--- src/rtl/bist_pkg.sv ---
// Shared BIST constants: FSM state encoding, LFSR geometry/taps and default seed/golden values.
package bist_pkg;

   localparam int unsigned LFSR_W = 12;
   // x^12 + x^6 + x^4 + x + 1 -> feedback from bits 11, 5, 3, 0
   localparam logic [LFSR_W-1:0] TAP_MASK   = 12'h829;
   localparam logic [LFSR_W-1:0] DEF_SEED   = 12'h001;
   localparam logic [LFSR_W-1:0] DEF_GOLDEN = 12'h000;

   typedef enum logic [2:0] {
      ST_IDLE,
      ST_SEED,
      ST_RUN,
      ST_DRAIN,
      ST_CHECK,
      ST_DONE
   } state_t;

   // An all-zero seed would lock the LFSR; substitute the minimal non-zero state.
   function automatic logic [LFSR_W-1:0] seed_fix(input logic [LFSR_W-1:0] s);
      return (s == '0) ? {{(LFSR_W-1){1'b0}}, 1'b1} : s;
   endfunction

endpackage

--- src/rtl/bist_pattern_gen_if.sv ---
// Controller-side bus of the BIST pattern generator (start/result handshake, CUT and MISR hookup).
// BIST_SIG_CAPTURE_EN adds the captured-signature signal.
interface bist_pattern_gen_if
   import bist_pkg::*;
#(
   parameter int unsigned PAT_W = 3
);

   logic              bist_start;
   logic [PAT_W-1:0]  pat_out;
   logic              misr_seed;
   logic              bist_end;
   logic [LFSR_W-1:0] sig_in;
   logic              busy;
   logic              done;
   logic              pass;
   logic              fail;
`ifdef BIST_SIG_CAPTURE_EN
   logic [LFSR_W-1:0] sig_cap;
`endif

   modport master (
      output bist_start, sig_in,
      input  pat_out, misr_seed, bist_end, busy, done, pass, fail
`ifdef BIST_SIG_CAPTURE_EN
      , input sig_cap
`endif
   );

   modport slave (
      input  bist_start, sig_in,
      output pat_out, misr_seed, bist_end, busy, done, pass, fail
`ifdef BIST_SIG_CAPTURE_EN
      , output sig_cap
`endif
   );

endinterface

--- src/rtl/bist_lfsr.sv ---
// 12-bit Fibonacci LFSR with synchronous seed load and step enable; exposes the low OUT_W bits.
module bist_lfsr
   import bist_pkg::*;
#(
   parameter logic [LFSR_W-1:0] SEED  = DEF_SEED,
   parameter int unsigned       OUT_W = 3
) (
   input  logic             CLK,
   input  logic             RST,
   input  logic             load,
   input  logic             enable,
   output logic [OUT_W-1:0] q
);

   logic [LFSR_W-1:0] state_q;

   always_ff @(posedge CLK) begin
      if (!RST || load)
         state_q <= seed_fix(SEED);
      else if (enable)
         state_q <= {state_q[LFSR_W-2:0], ^(state_q & TAP_MASK)};
   end

   assign q = state_q[OUT_W-1:0];

endmodule

--- src/rtl/bist_pattern_gen.sv ---
// BIST controller: sequences MISR seed/freeze around an LFSR pattern run and checks the signature.
// BIST_SIG_CAPTURE_EN keeps a copy of the signature sampled in CHECK.
module bist_pattern_gen
   import bist_pkg::*;
#(
   parameter int unsigned       PAT_W      = 3,
   parameter logic [LFSR_W-1:0] SEED       = DEF_SEED,
   parameter int unsigned       N_PATTERNS = 4095,
   parameter int unsigned       SIG_LAT    = 2,
   parameter logic [LFSR_W-1:0] GOLDEN     = DEF_GOLDEN
) (
   input  logic             CLK,
   input  logic             RST,
   bist_pattern_gen_if.slave bus
);

   localparam int unsigned CNT_W = $clog2(N_PATTERNS + 1);
   localparam int unsigned LAT_W = (SIG_LAT > 1) ? $clog2(SIG_LAT) : 1;

   state_t           state, nxt;
   logic [CNT_W-1:0] cnt;
   logic [LAT_W-1:0] lat_cnt;
   logic [PAT_W-1:0] lfsr_pat;
   logic             busy_d, bist_end_d, misr_seed_d, done_d;
   logic             busy_q, bist_end_q, misr_seed_q, done_q, pass_q, fail_q;

   bist_lfsr #(.SEED(SEED), .OUT_W(PAT_W)) u_lfsr (
      .CLK    (CLK),
      .RST    (RST),
      .load   (state == ST_SEED),
      .enable (state == ST_RUN),
      .q      (lfsr_pat)
   );

   always_ff @(posedge CLK) begin
      if (!RST) state <= ST_IDLE;
      else      state <= nxt;
   end

   // Outputs are decoded from the next state so they register in step with it.
   always_comb begin
      nxt = state;
      case (state)
         ST_IDLE:  if (bus.bist_start) nxt = ST_SEED;
         ST_SEED:  nxt = ST_RUN;
         ST_RUN:   if (cnt == CNT_W'(N_PATTERNS - 1)) nxt = ST_DRAIN;
         ST_DRAIN: if (lat_cnt == LAT_W'(SIG_LAT - 1)) nxt = ST_CHECK;
         ST_CHECK: nxt = ST_DONE;
         ST_DONE:  if (bus.bist_start) nxt = ST_SEED;
         default:  nxt = ST_IDLE;
      endcase
      busy_d      = (nxt == ST_SEED) || (nxt == ST_RUN) || (nxt == ST_DRAIN) || (nxt == ST_CHECK);
      bist_end_d  = (nxt != ST_RUN);
      misr_seed_d = (nxt == ST_SEED);
      done_d      = (nxt == ST_DONE);
   end

   always_ff @(posedge CLK) begin
      if (!RST) begin
         cnt         <= '0;
         lat_cnt     <= '0;
         busy_q      <= 1'b0;
         bist_end_q  <= 1'b1;
         misr_seed_q <= 1'b0;
         done_q      <= 1'b0;
         pass_q      <= 1'b0;
         fail_q      <= 1'b0;
      end else begin
         cnt         <= (state == ST_RUN)   ? cnt + 1'b1     : '0;
         lat_cnt     <= (state == ST_DRAIN) ? lat_cnt + 1'b1 : '0;
         busy_q      <= busy_d;
         bist_end_q  <= bist_end_d;
         misr_seed_q <= misr_seed_d;
         done_q      <= done_d;
         if (state == ST_CHECK) begin
            pass_q <= (bus.sig_in == GOLDEN);
            fail_q <= (bus.sig_in != GOLDEN);
         end else if (nxt == ST_SEED) begin
            pass_q <= 1'b0;
            fail_q <= 1'b0;
         end
      end
   end

`ifdef BIST_SIG_CAPTURE_EN
   logic [LFSR_W-1:0] sig_cap_q;

   always_ff @(posedge CLK) begin
      if (!RST)                   sig_cap_q <= '0;
      else if (state == ST_CHECK) sig_cap_q <= bus.sig_in;
   end

   assign bus.sig_cap = sig_cap_q;
`endif

   // LFSR is held between runs, so gate the pattern with the registered run flag.
   assign bus.pat_out   = bist_end_q ? '0 : lfsr_pat;
   assign bus.misr_seed = misr_seed_q;
   assign bus.bist_end  = bist_end_q;
   assign bus.busy      = busy_q;
   assign bus.done      = done_q;
   assign bus.pass      = pass_q;
   assign bus.fail      = fail_q;

endmodule
--- src/flat_wrapper.sv ---
// flat-port wrapper written by rule: the top's interface ports become plain ports
module bist_pattern_gen_flat import bist_pkg::*;
#(
   parameter int unsigned       PAT_W      = 3,
   parameter logic [LFSR_W-1:0] SEED       = DEF_SEED,
   parameter int unsigned       N_PATTERNS = 4095,
   parameter int unsigned       SIG_LAT    = 2,
   parameter logic [LFSR_W-1:0] GOLDEN     = DEF_GOLDEN
)
  (CLK, RST, bus_bist_start, bus_sig_in, bus_pat_out, bus_misr_seed, bus_bist_end, bus_busy, bus_done, bus_pass, bus_fail);
  bist_pattern_gen_if #(.PAT_W(PAT_W)) bus_i ();
  input  logic CLK;
  input  logic RST;
  input wire logic [$bits(bus_i.bist_start)-1:0] bus_bist_start;
  input wire logic [$bits(bus_i.sig_in)-1:0] bus_sig_in;
  output wire logic [$bits(bus_i.pat_out)-1:0] bus_pat_out;
  output wire logic [$bits(bus_i.misr_seed)-1:0] bus_misr_seed;
  output wire logic [$bits(bus_i.bist_end)-1:0] bus_bist_end;
  output wire logic [$bits(bus_i.busy)-1:0] bus_busy;
  output wire logic [$bits(bus_i.done)-1:0] bus_done;
  output wire logic [$bits(bus_i.pass)-1:0] bus_pass;
  output wire logic [$bits(bus_i.fail)-1:0] bus_fail;
  assign bus_i.bist_start = bus_bist_start;
  assign bus_i.sig_in = bus_sig_in;
  assign bus_pat_out = bus_i.pat_out;
  assign bus_misr_seed = bus_i.misr_seed;
  assign bus_bist_end = bus_i.bist_end;
  assign bus_busy = bus_i.busy;
  assign bus_done = bus_i.done;
  assign bus_pass = bus_i.pass;
  assign bus_fail = bus_i.fail;
  bist_pattern_gen #(.PAT_W(PAT_W), .SEED(SEED), .N_PATTERNS(N_PATTERNS), .SIG_LAT(SIG_LAT), .GOLDEN(GOLDEN)) u_core (.CLK(CLK), .RST(RST), .bus(bus_i));
endmodule
--- config.mk ---
export PLATFORM = sky130hd
export DESIGN_NAME = bist_pattern_gen_flat
export DESIGN_NICKNAME = d
export VERILOG_FILES = /design/src/rtl/bist_pkg.sv /design/src/rtl/bist_pattern_gen_if.sv /design/src/rtl/bist_lfsr.sv /design/src/rtl/bist_pattern_gen.sv /design/src/flat_wrapper.sv
export SDC_FILE = /design/constraint.sdc
export NUM_CORES = 1
export LEC_CHECK = 0
export BUFFER_PORTS_ARGS = -buffer_cell sky130_fd_sc_hd__buf_2
export CAP_MARGIN = 20
export CORE_MARGIN = 1
export CORE_UTILIZATION = 30
export CTS_BUF_LIST = sky130_fd_sc_hd__clkbuf_2
export DETAILED_ROUTE_END_ITERATION = 12
export PLACE_DENSITY = 0.54
export RECOVER_POWER = 25
export SLEW_MARGIN = 30
export SYNTH_ARGS = -nofsm -noshare
export SYNTH_HDL_FRONTEND = slang
export SYNTH_HIERARCHICAL = 1
export SYNTH_SLANG_ARGS = --single-unit
--- constraint.sdc ---
create_clock -name CLK -period 1.8 [get_ports CLK]
set_input_delay 0.36 -clock CLK [delete_from_list [all_inputs] [get_ports CLK]]
set_output_delay 0.36 -clock CLK [all_outputs]
set_load 0.02 [all_outputs]
* After elaboration in Yosys (flattened, before gate mapping)
Cells that the tools add are included.
** Storage, ports and cells
- Output and inout bits :: 9
- Word-level logic and storage cells :: 45
- Register bits after elaboration :: 34
- Input port bits :: 15
** Operators by class
- Muxes and demuxes :: 8
- Eq/ne operators :: 12
- Reductions and logical operators :: 13
- Add/sub/neg operators :: 2
** Operators by type and width (count)
- 3-bit one-hot mux with 5 select lines :: 1
- 12-bit by 1-bit adder with 12-bit output (second input constant) :: 1
- 12-bit == test (second input constant) :: 1
- 3-bit by 2-bit == test with 1-bit output (second input constant) :: 4
- 3-bit == test (second input constant) :: 4
- 12-bit logical NOT :: 1
- 3-bit two-way mux :: 4
- 12-bit nonzero test :: 1
- 12-bit XOR reduction :: 1
- 3-bit by 1-bit == test with 1-bit output (second input constant) :: 2
- 1-bit logical OR :: 4
- 2-bit AND reduction :: 2
- 3-bit logical NOT :: 1
- 1-bit two-way mux :: 3
- 3-bit by 2-bit inequality test with 1-bit output (second input constant) :: 1
- 2-bit nonzero test :: 1
- 2-bit OR reduction :: 1
- 1-bit adder (second input constant) :: 1
- 1-bit logical NOT :: 1

* Longest topological paths before layout
Gate-level depths: netlist (run 1).
- Depth in word-level cells :: 7
- Depth in mapped cells :: 6
- Mapped depth without buffers :: 5

* Modules after synthesis
The synthesis (run 1) kept the hierarchy.
** Modules (own cells, without submodules)
- bist_pattern_gen :: seq. area each 440.4 um^2, instances 1, area an instance 979.7 um^2, cells an instance 114
- bist_lfsr :: seq. area each 240.2 um^2, instances 1, area an instance 474.2 um^2, cells an instance 45

* Worst setup path after synthesis (run 1)
OpenSTA, ideal clock, no wires.
- Kind :: reg2reg
- Start point :: register u_core.state[2]
- End point :: register u_core.u_lfsr.state_q[0]
- Cell stages (with the launch flop) :: 6
- Required time :: 1.673 ns
- Period minus slack after synthesis :: 1.378 ns
- Library setup time :: 0.127 ns
- Data arrival time :: 1.251 ns
- Setup slack :: 0.422 ns
- Buffers on the path :: 1
- Cells stage by stage :: dfxtp_1 clkbuf_1 or2b_1 nor2_1 nand2b_1 or3b_1
** Between the ends
- Word-level cells in the longest chain between the ends :: 2
- Elaborated cells on any way between the ends :: 3
** Ends and longest elaborated chain
- start, declared :: RTL line bist_pattern_gen.sv:20 : state_t state, nxt;
- start signal, assigned :: RTL line bist_pattern_gen.sv:37 : else state <= nxt;
- 3-bit by 1-bit == test with 1-bit output :: RTL line bist_pattern_gen.sv:30 : .load (state == ST_SEED),
- 1-bit logical OR :: RTL line bist_lfsr.sv:18 : if (!RST || load)
- end signal, assigned :: RTL line bist_lfsr.sv:19 : state_q <= seed_fix(SEED);
- end signal, assigned :: RTL line bist_lfsr.sv:21 : state_q <= {state_q[LFSR_W-2:0], ^(state_q & TAP_MASK)};
- end, declared :: RTL line bist_lfsr.sv:15 : logic [LFSR_W-1:0] state_q;
Parallel ways exist; a longest one is shown, timed or not.
A chain may end at the register's enable or synchronous reset.

* Worst setup path after layout (run 1)
- Start point :: register u_core.state[2]
- End point :: register u_core.state[0]
** Between the ends
- Word-level cells in the longest chain between the ends :: 3
- Elaborated cells on any way between the ends :: 8
** Ends and longest elaborated chain
- 3-bit == test / 3-bit logical NOT (equally long branches) :: RTL line bist_pattern_gen.sv:43 : case (state)
- 2-bit OR reduction (no source line)
- 3-bit one-hot mux with 5 select lines * :: RTL line bist_pattern_gen.sv:43
Mark *: on every way between the ends. The rest lies on a longest branch, timed or not.

==> metrics, run 1 <==
worst slew pin tran=roughly 0.39 ns; CP delay by family, top=simple AND/OR/NAND/NOR gates; outcome=complete, no violations; GR Util met3=under 10%; share of cells above drive strength 1=around a fifth; gp weighted congestion=0.774; ant diodes=0; WP data required=2.11 ns; Core Box Area=between 4000 and 5000 um2; count leader, synth=dfxtp_1; CP Class=reg2reg; area grow syn2layout=12.7%; final setup vio count=0; Tcrit/Tclk final=79.2%; depth of the worst register-to-register path=4; final wirelength=2480 um; Worst Skew=0.0126 ns; Worst-Skew Late Latency=roughly 0.36 ns; Slew Limit Fails=0; crit path time final=between 1 and 1.5 ns; Hold Crit Start=RST; die outline height=71.6 um; Finished Layout Cells=237; Via density=around 4.5; post-CTS setup buffer count=0; Syn Inst Count=between 150 and 200; FILL cells=472; met1 Use GR=around 14%; CP cell instances=nor3b_2 > nand4_1 > or3_4 > a21oi_2; area share of the largest cell type after synthesis=46.8%; Max Cap Viol=0; Final ANT Viol Nets=0; max_slew headroom=74.1%; largest net degree at the start of global routing=13; CP max FO=11; r2r setup slk=0.37 ns; slowest CP cell=dfxtp_1; initial antenna violation count=0; Async S/R FF share, synth=0%; total CTS buffers=5; Storage cell area=681 um2; placed instance count=229; PD cells=753 nW/um2; Critical R2R Capture=u_core/state[0]; Worst-path clk slew=0.17 ns; GR peak layer=met2; first-pass GRT wire length=4370 um; routed len/inst=10.5 um; fraction of the yosys area taken by sequential cells=46.8%; number of global-route vias before repair=1003; Critical Path Sink Type=register; crit path buf inv count=0; Synthesis Warnings=6; Arr. time, crit path=about 1.7 ns; post_cts resized=0; Hold Path Depth=3; LEAKAGE=0.608 nW; Root Driver=clkbuf_2; synth unique cells=37; Layout Utilization=36.4%; H-tree levels=2; Bufs on Longest Clock Path=2; area leader, netlist=dfxtp_1; die width=approximately 72 um; Post-Syn Nets=approximately 180; TNS Setup=0 ns; CTS tree=built; Netlist Area Pre-Place=around 1500 um2; top cells by count, synth=34 x dfxtp_1, 27 x nor2_1, 12 x nand2_1; number of I/O port buffers=23; post-synthesis register bit count=34; drt pass-1 iters=2; DR iter-0 viols=49; FF-to-FF Start=u_core/state[2]; initial core utilization=between 30% and 40%; top post-synthesis cells by area=dfxtp_1 47%, mux2i_1 7.6%, nor2_1 7.0%; Worst path max stage delay=approximately 0.44 ns; Critical Path Start Type=register; cts hold-fix bufs=0; Fin. Hold Viols=0; nets@finish=roughly 200; VDD IR max=207 uV; Syn Area/Cell=slightly above 9 um2; Ports=24; GRT overflow=0; gr usage total=11.0%; Post-synth EDFFs=0; area of the multi-input gates=706 um2; Max Clk Rate=0.701 GHz; met2 GRT Util=16.9%; RSZ-0062 raised after global routing=no; full die area=5130 um2; Post-synth top flop=dfxtp_1; Vias=1076; Worst Hold End=u_core/bus.misr_seed; min-delay worst type=in2reg; Rows=24; DRC=0; detailed placement HPWL=1770 um; CTS sink count=34
-- cell type report --
cell class | instances | area share (%)
clock buffer | 5 | 1.53
clock inverter | 3 | 0.992
inverter | 4 | 0.916
multi-input combinational | 113 | 43.1
sequential | 34 | 41.5
tap | 52 | 3.97
timing repair buffer | 26 | 8.02
-- placed cells by master (no fill, tap or decap), drive strengths merged --
| master | n |
|---|---|
| xnor2 | 4 |
| or2b | 1 |
| nand2 | 12 |
| mux2i | 11 |
| dfxtp | 34 |
| inv | 4 |
| clkinv | 2 |
| nor2b | 5 |
| nand4 | 3 |
| nand2b | 1 |
| ha | 2 |
| and2b | 1 |
| buf | 23 |
| nor2 | 27 |
| clkbuf | 8 |
| nor3b | 1 |
| nand3 | 7 |
| or3 | 2 |
| and3 | 3 |
| and4 | 1 |
| a21oi | 7 |
| o21ai | 5 |
| a211oi | 1 |
| clkinvlp | 1 |
| or3b | 1 |
| xnor3 | 1 |
| and2 | 1 |
| nor3 | 5 |
| xor2 | 5 |
| nand3b | 1 |
| nor4 | 4 |
| o22a | 1 |
-- layer usage --
metal	vias to the layer above	wire, um	part of all wire (%)
li1	591	-	-
met4	0	34	1.4
met3	5	70	2.8
met1	470	1280	52
met2	10	1090	44
met5	-	0	0
-- power by group --
part	leakage [nW]	internal [W]	switching, W
Clock	0.0264	0.0000888	0.000254
Combinational	0.307	0.0000479	0.0000668
Sequential	0.275	0.000766	0.00000998
-- metrics by stage --
stage / worst slack, ns / hold WS (ns) / total power [W] / area, um2
2_1_floorplan: 0.422 / 0.440 / 0.000872 / 1450
3_5_place_dp: 0.411 / 0.465 / 0.000911 / 1610
5_1_grt: 0.234 / 0.252 / 0.00131 / 1640
6_report: 0.374 / 0.274 / 0.00123 / 1640
4_1_cts: 0.356 / 0.247 / 0.00126 / 1650
3_3_place_gp: 0.442 / 0.461 / 0.000911 / 1610
-- sequential cells by signal, indices dropped and copies added (netlist names) --
register	flops
u_core/bus.misr_seed	1
u_core/lat_cnt	1
u_core/u_lfsr/state_q	12
u_core/bus.bist_end	1
u_core/bus.done	1
u_core/state	3
u_core/bus.pass	1
u_core/bus.busy	1
u_core/cnt	12
u_core/bus.fail	1
-- cells by family (layout without fill, tap and decap cells) --
logic type	after synthesis	count (layout)	share of synthesized area (%)
flops	34	34	46.8
xor+xnor	10	10	6.97
simple gates	76	76	26.9
fa+ha+maj	2	2	1.72
buf+inv	12	38	4.47
compound gates	14	14	5.51
mux	11	11	7.57
-- how the worst max path moves through the flow --
stage	from	endpoint	slack, ns	cells after the start
5_1_grt	u_core/state[2]	u_core/u_lfsr/state_q[0]	0.23	4
2_1_floorplan	u_core/state[2]	u_core/u_lfsr/state_q[0]	0.42	5
3_5_place_dp	u_core/state[2]	u_core/u_lfsr/state_q[0]	0.41	4
4_1_cts	u_core/u_lfsr/state_q[1]	bus_pat_out[1]	0.36	2
6_report	u_core/state[2]	u_core/state[0]	0.37	4
3_3_place_gp	u_core/state[2]	u_core/state[0]	0.44	4
-- worst register-to-register path: cells and delay by family, from the launching register on --
kind            cells  cell delay (ns)
flops               1             0.44
compound gates      1             0.14
simple gates        3             0.81
(Power assumes the default switching activity.)
==> inputs of run 2 (changes only) <==
Clock period 1.8 ns to 1.5 ns, I/O delays scaled along.
==> metrics, run 2 (synthesis gave the netlist of run 1 again) <==
outcome=complete, no violations; Worst Skew=0.0121 ns (-0.000582 ns); Vias=1070 (-0.56%); PD cells=1070 nW/um2 (+42%); PnR worst setup slack=0.137 ns (-0.237 ns); initial core utilization=32.3% (unchanged); CP max FO=4 (-7); DRC=0 (unchanged); H-tree levels=2 (unchanged); number of I/O port buffers=23 (unchanged); Ports=24 (unchanged); min-delay worst type=in2reg; final wirelength=2610 um (+5.1%); Core Box Area=4500 um2 (unchanged); commonest non-fill, non-tap cell in the layout=dfxtp_1; initial antenna violation count=0 (unchanged); gr usage total=11.5% (+0.53 points); Worst-path clk slew=0.18 ns (about the same); Tcrit/Tclk final=90.9%; WP data required=1.20 ns (-0.91 ns); Arr. time, crit path=1.06 ns (-0.67 ns); TNS Setup=0 ns (unchanged); post-CTS setup buffer count=0 (unchanged); crit path time final=~1.4 ns; Rows=24 (unchanged); largest registers=u_core/cnt: 12 flops, u_core/u_lfsr/state_q: 12 flops, u_core/state: 3 flops; FILL cells=455 (-3.6%); nets@finish=203 (+1.0%); Max Clk Rate=0.734 GHz; number of global-route vias before repair=1015 (+1.2%); LEAKAGE=0.642 nW (+5.6%); VDD IR max=418 uV (+100%); Root Driver=clkbuf_2; cts hold-fix bufs=0 (unchanged); Critical Path Start Type=register; Layout Utilization=37.8% (+1.4 points); worst slew pin tran=0.398 ns (+0.0108 ns); post_cts resized=0 (unchanged); drt pass-1 iters=4 (+2); RSZ-0062 raised after global routing=no; Fin. Hold Viols=0 (unchanged); largest net degree at the start of global routing=13 (unchanged); Max Cap Viol=0 (unchanged); full die area=5130 um2 (unchanged); total CTS buffers=5 (unchanged); Worst-Skew Late Latency=0.36 ns (about the same); Final ANT Viol Nets=0 (unchanged); die width=71.6 um (unchanged); die outline height=71.6 um (unchanged); CTS tree=built; placed inst area=1620 um2 (+0.93%); Via density=4.48 (-1.4%); most frequent cells in the layout=34 x dfxtp_1, 27 x nor2_1, 21 x buf_2; CP Class=reg2out; Slew Limit Fails=0 (unchanged); first-pass GRT wire length=4530 um (+3.6%); WHS=0.203 ns (-0.0710 ns); CTS sink count=34 (unchanged); area grow syn2layout=17.2%; Critical Path Sink Type=output pin; final instance area=1700 um2 (+4.0%); share of cells above drive strength 1=20.3% (+1.4 points); Bufs on Longest Clock Path=2 (unchanged); routed len/inst=10.9 um (+4.2%); ant diodes=0 (unchanged); max_slew headroom=73.4% (-0.72 points); final setup vio count=0 (unchanged); detailed placement HPWL=1810 um (+2.2%); Setup WS pre-CTS=0.188 ns (-0.223 ns); GRT overflow=0 (unchanged); gp weighted congestion=0.699 (-9.6%); DR iter-0 viols=65 (+33%)
run 2: changes by cell type in the layout (fill, tap and decap cells not counted), sizes merged:
cell,before,now
buf,23,25
bufinv,0,2
clkinv,2,1
clkinvlp,1,0
run 2: cell type report:
cell class | instances | area, um2 | share of cell area (%)
Clock buffer | 5 | 25.0 | 1.47
Multi-Input combinational cell | 113 | 708 | 41.6
Clock inverter | 3 | 63.8 | 3.74
Inverter | 4 | 15.0 | 0.881
Timing Repair Buffer | 28 | 146 | 8.59
Tap cell | 52 | 65.1 | 3.82
Sequential cell | 34 | 681 | 39.9
run 2: path summary, 6_finish.rpt:
path	start	to	cells past startpoint	slack, ns
worst max-delay path	u_core/u_lfsr/state_q[0]	bus_pat_out[0]	2	0.14
worst min-delay path	RST	u_core/bus.misr_seed	3	0.20
worst max register to register	u_core/state[0]	u_core/state[0]	5	0.16
worst min register to register	u_core/cnt[0]	u_core/cnt[0]	1	0.50
run 2: report_power, final:
| group | internal [W] | total [W] | leakage (nW) | switching (W) |
|---|---|---|---|---|
| registers | 0.000920 | 0.000929 | 0.275 | 0.00000980 |
| clock network | 0.000445 | 0.000753 | 0.0506 | 0.000308 |
| logic | 0.0000616 | 0.000145 | 0.317 | 0.0000833 |
run 2: critical path: stages (launching register included):
cell     delay (ns)
dfxtp_1        0.41
nor2b_1        0.13
buf_2          0.16
run 2: stage by stage:
| step | std cells | power, W |
|---|---|---|
| 6_report | 239 | 0.00183 |
| 5_1_grt | 239 | 0.00192 |
| 4_1_cts | 239 | 0.00186 |
| 3_5_place_dp | 231 | 0.00110 |
| 3_3_place_gp | 231 | 0.00110 |
| 2_1_floorplan | 159 | 0.00105 |
run 2: per-layer routing:
layer / GRT usage [%] / routed length (um) / up-vias
li1: - / - / 591
met1: 14.4 / 1390 / 456
met2: 17.4 / 1070 / 16
met3: 4.36 / 97 / 7
met4: 5.66 / 49 / 0
met5: 0 / 0 / -
